**src/rtl/uart_rx_fifo.sv**
```systemverilog
// Byte FIFO behind uart_rx: edge-detected capture, FWFT valid/ready output, sticky overflow.
// Optional CR->CRLF expansion on the output side when CRLF_EXPAND_EN is defined.
module uart_rx_fifo #(
  parameter int DEPTH_LOG2 = 4
) (
  input  logic                  clk,
  input  logic                  reset,
  input  logic                  byteReady,
  input  logic [7:0]            dataIn,
  output logic [7:0]            outData,
  output logic                  outValid,
  input  logic                  outReady,
  output logic [DEPTH_LOG2:0]   count,
  output logic                  full,
  output logic                  empty,
  output logic                  overflow
);

  localparam int DEPTH = 1 << DEPTH_LOG2;

  logic [7:0]          mem [DEPTH];
  logic [DEPTH_LOG2:0] wr_ptr;
  logic [DEPTH_LOG2:0] rd_ptr;
  logic                byte_ready_q;
  logic                push;
  logic                fifo_pop;
  logic                write_en;
  logic [7:0]          head;

  assign empty = (wr_ptr == rd_ptr);
  assign full  = (wr_ptr[DEPTH_LOG2] != rd_ptr[DEPTH_LOG2]) &&
                 (wr_ptr[DEPTH_LOG2-1:0] == rd_ptr[DEPTH_LOG2-1:0]);
  assign count = wr_ptr - rd_ptr;
  assign head  = mem[rd_ptr[DEPTH_LOG2-1:0]];

  // byteReady is a level from uart_rx; only its rising edge announces a new byte
  assign push     = byteReady && !byte_ready_q;
  assign write_en = push && (!full || fifo_pop);

`ifdef CRLF_EXPAND_EN
  typedef enum logic {PASS, LF} state_t;
  state_t state;

  always_comb begin
    outValid = 1'b0;
    outData  = 8'h00;
    fifo_pop = 1'b0;
    if (state == LF) begin
      outValid = 1'b1;
      outData  = 8'h0A;
    end else if (!empty) begin
      outValid = 1'b1;
      outData  = head;
      fifo_pop = outReady;
    end
  end

  always_ff @(posedge clk) begin
    if (reset) begin
      state <= PASS;
    end else begin
      case (state)
        PASS: if (fifo_pop && head == 8'h0D) state <= LF;
        LF:   if (outReady) state <= PASS;
        default: state <= PASS;
      endcase
    end
  end
`else
  assign outValid = !empty;
  assign outData  = empty ? 8'h00 : head;
  assign fifo_pop = outValid && outReady;
`endif

  always_ff @(posedge clk) begin
    if (reset) begin
      wr_ptr       <= '0;
      rd_ptr       <= '0;
      overflow     <= 1'b0;
      byte_ready_q <= 1'b1;
    end else begin
      byte_ready_q <= byteReady;
      if (write_en) wr_ptr <= wr_ptr + 1'b1;
      if (fifo_pop) rd_ptr <= rd_ptr + 1'b1;
      if (push && full && !fifo_pop) overflow <= 1'b1;
    end
  end

  always_ff @(posedge clk) begin
    if (write_en && !reset) mem[wr_ptr[DEPTH_LOG2-1:0]] <= dataIn;
  end

endmodule
```
**config.mk**
```make
export PLATFORM = sky130hd
export DESIGN_NAME = uart_rx_fifo
export DESIGN_NICKNAME = d
export VERILOG_FILES = /design/src/rtl/uart_rx_fifo.sv
export SDC_FILE = /design/constraint.sdc
export NUM_CORES = 1
export LEC_CHECK = 0
export CAP_MARGIN = 20
export CORE_AREA = 2 2 100 102
export CTS_CLUSTER_DIAMETER = 100
export DETAILED_ROUTE_END_ITERATION = 10
export DIE_AREA = 0 0 102 104
export GPL_TIMING_DRIVEN = 0
export PLACE_DENSITY = 0.88
export RECOVER_POWER = 25
export SETUP_SLACK_MARGIN = 0.15
export SLEW_MARGIN = 20
export SYNTH_ARGS = -nofsm -noshare
export SYNTH_HDL_FRONTEND = slang
export SYNTH_SLANG_ARGS = --single-unit
export TNS_END_PERCENT = 20
```
**constraint.sdc**
```tcl
create_clock -name clk -period 6.9 [get_ports clk]
set_clock_uncertainty 0.2 [all_clocks]
set_input_delay 0.69 -clock clk [delete_from_list [all_inputs] [get_ports clk]]
set_output_delay 0.69 -clock clk [all_outputs]
set_load 0.01 [all_outputs]
```
---- Word level (Yosys, flattened, before mapping) ----
Memories as Yosys holds them, arrays and structs flattened. A register that Yosys moved wholly into a read port is not among the register bits.
Index checks and enable logic that the tools add are counted.
storage, ports and cells
  flip-flop bits (word level) ............. 12
  output and inout bits ................... 17
  RAM bits ................................ 128
  logic and storage cells ................. 29
  memories kept ........................... 1
operators by class
  equal/unequal tests ..................... 3
  reduce and logical (&&, ||, !) cells .... 13
  mux-type cells .......................... 5
  $add $sub $neg .......................... 3
memory list
  name  words  width  read ports  clocked after Yosys merged registers in  wr ports  RTL line  text
  mem   16     8      1           1                                        1         21        logic [7:0] mem [DEPTH];
operators with widths
  kind                                                           number
  5-bit by 1-bit adder with 5-bit output, second input constant  2
  4-bit 2-to-1 mux                                               2
  8-bit 2-to-1 mux                                               1
  1-bit logical AND                                              7
  5-bit equality test                                            1
  1-bit logical NOT                                              5
  5-bit subtractor                                               1
  4-bit equality test                                            1
  1-bit 2-to-1 mux                                               2
  1-bit logical OR                                               1
  1-bit != test                                                  1

---- Longest topological paths before layout ----
  depth in word-level cells ............... 8
  gate-level depth with buffers ........... 7

---- Worst setup path before layout ----
No wires, ideal clock.
  kind .................................... flip-flop to output port
  start point ............................. register wr_ptr[0]
  end point ............................... output outData[0]
  data arrival time ....................... 1.696 ns
  slack ................................... 4.314 ns
  buffers on the path ..................... 1
  required time ........................... 6.010 ns
  cell stages (with the launch flop) ...... 8
  cell sequence ........................... dfxtp_1 inv_1 ha_1 and4_1 nand2_1 clkbuf_1 o21ai_0 a21oi_1
on the way
  word-level cells in the longest chain between the ends .. 2
ends and longest elaborated chain
  element                 RTL line  text
  from (decl)             22        logic [DEPTH_LOG2:0] wr_ptr;
  from (signal assigned)  83        if (write_en) wr_ptr <= wr_ptr + 1'b1;
  5-bit equality test     30        assign empty = (wr_ptr == rd_ptr);
  8-bit 2-to-1 mux        71        assign outData = empty ? 8'h00 : head;
  to (decl)               10        output logic [7:0] outData,
No other way between the ends.

---- Worst setup path after layout ----
  start point ............................. register wr_ptr[0]
  end point ............................... output outData[7]
The elaborated chain is that of the path after synthesis.

==> metrics.cfg <==
[run_status]
status=completed

[timing]
worst_pin_slew_ns=0.967
timing.final.max_slew_violations=0
min_period_over_period_pct=58.0
relSlewSlack_pct=35.3
finalSetupTns_ns=0
setup_viol=0
hold_viol=0
min_period_ns=4.00
rsz0062_at_grt=no
fmax_mhz=250

[placement]
dp_cells=481
gp_congestion=0.876
place_hpwl_um=7210
numPortBuffers=27

[run]
maxCapViolCount=0

[global_routing]
antenna_found_initial=0
grt_max_degree=17
grt_first_pass_wirelength_um=17800
track_usage_pct=23.7
grt_pass1_vias=3186
overflow=0

[clock_network]
clk_pin_slew_ns=0.06
numCtsBuffers=17
cts.sink_count=144
cts_resized=0
hold_buffers=0
postCtsSetupBuffers=0
cts_max_level=4
cts-root-buf=clkbuf_8
insertion_delay_ns=0.53
cts_tree=done
clk_path_buf_depth=2

[critical_path]
startpoint_type=flop
path_cells=inv_1, ha_1, and4_1, nand2_1, clkbuf_1, o21ai_0, a21oi_1, clkdlybuf4s50_1
cp_max_fo=10
worstPathArrival_ns=3.11
cp_data_required_time_ns=6.01
path_class=flop to output port
crit_path_end_kind=output port
cp_slowest_cell=clkdlybuf4s50_1
cpPeakStageDelay_ns=0.57

[routing]
dr.pass1.iters=5
drc=0
vias=3062
drt_first_iter_violations=223
wirelength_um=11500
ant_nets=0
routed_via_density=5.97
wire_per_inst_um=22.5

[floorplan]
start_util_pct=61.8
die_h_um=104
rows=36
die_w_um=102
core_mm2=0.00955
io_pins=29
die_area_mm2=0.0106

[synth]
synth_common_cells=128 x edfxtp_1, 24 x nor2_1, 19 x mux4_2
synth_area_mm2=0.00590
dominantRegCellSynth=edfxtp_1
synth-seq-cells=144
synth_fp_nets=343
synthMostInstantiatedCell=edfxtp_1
ys_seq_area_share_pct=70.6
yosysWarnings=0
yosys.area.top_type=edfxtp_1
async_flop_share_pct=0
synth_top_area_share_pct=65.1
syn_area_per_cell_um2=18.4
synthTopCellsByArea=edfxtp_1 65%, mux4_2 7.3%, mux4_1 5.8%
synth_edf_count=128
postSynthCellCount=321
synth_cell_types=34

[power_and_ir_drop]
p_leak_nw=2.20
irDropWorstVdd_mv=0.174
p_per_area_mw_per_mm2=286
finalPower_mw=1.97

[min_path]
hp-class=flop to flop

[layout]
layout.cells.non_filler=513
layout.nets=389
drive_gt1_share_pct=18.7
area_delta_synth_final_pct=16.9
antenna_cells=0

## flip-flops by register name, summed over array words and instances, names as in the netlist, named ones only
signal,cells
byte_ready_q,1
mem,128
overflow,1
rd_ptr,5
wr_ptr,5
## worst paths after layout
path                                 from    endpoint  slack (ns)  depth (start not counted)
worst min register to register   overflow    overflow        0.29                          2
worst max-delay path            wr_ptr[0]  outData[7]        2.90                          8
worst min-delay path             overflow    overflow        0.29                          2
worst max register to register  wr_ptr[0]   mem[1][3]        3.84                          6
## where the power goes
group / total (mW) / switching [mW] / internal [mW]
sequential: 0.955 / 0.00299 / 0.952
clock: 0.855 / 0.343 / 0.512
combinational: 0.161 / 0.0807 / 0.0801
## routing by layer
layer	track usage (%)	wire length [um]	share of wire [%]
met1	31.6	4620	40
met2	36.8	5810	50
met3	7.86	808	7.0
met4	8.86	303	2.6
met5	0	0	0
## cells in the final DEF, fill, tap and decap left out, types with 6 or more instances in the layout
cell,synthesis,routed
clkdlybuf4s50_1,0,21
o21ai_0,7,7
a21oi_1,18,18
inv_1,11,11
mux4_2,19,19
mux4_1,13,13
dlygate4sd3_1,0,6
ha_1,9,9
edfxtp_1,128,128
mux2_2,8,8
dfxtp_1,16,16
clkbuf_16,0,16
buf_2,6,6
nor2_1,24,24
xnor2_1,7,7
mux2i_1,8,8
## per-stage QoR
stage               worst slack (ns)  cell area [um^2]  hold WS (ns)  util (%)
floorplan                       4.31              5900         0.298         -
global placement                3.55              6340         0.256      66.4
detailed placement              3.48              6340         0.273      66.4
CTS                             2.90              6900         0.296      72.2
global route                    2.72              6900         0.353      72.2
finish                          2.90              6900         0.287      72.2
## cell families (layout without fill, tap and decap cells)
family / Yosys count / count (layout) / share of synthesized area (%)
flops: 144 / 144 / 70.6
buf+inv: 25 / 84 / 2.37
xor+xnor: 10 / 10 / 1.61
mux: 48 / 48 / 15.9
compound gates: 35 / 35 / 3.29
fa+ha+maj: 10 / 10 / 2.25
simple gates: 49 / 49 / 3.99
## critical path: cells and delay by family (launching register included)
kind / cells / cell delay (ns)
buffers and inverters: 3 / 1.06
flip-flops: 1 / 0.43
AO/OA/AOI/OAI: 2 / 0.42
adder cells (fa/ha/maj): 1 / 0.35
AND/OR/NAND/NOR: 2 / 0.32
## layout make-up
class | count | area, um^2
clock inverter | 14 | 143
inverter | 11 | 41.3
fill | 578 | 2650
clock buffer | 18 | 418
tap | 133 | 166
sequential | 144 | 4160
timing repair buffer | 27 | 270
buffer | 14 | 98.8
multi-input combinational | 152 | 1600
No activity file was read; power rests on OpenSTA's default activity.
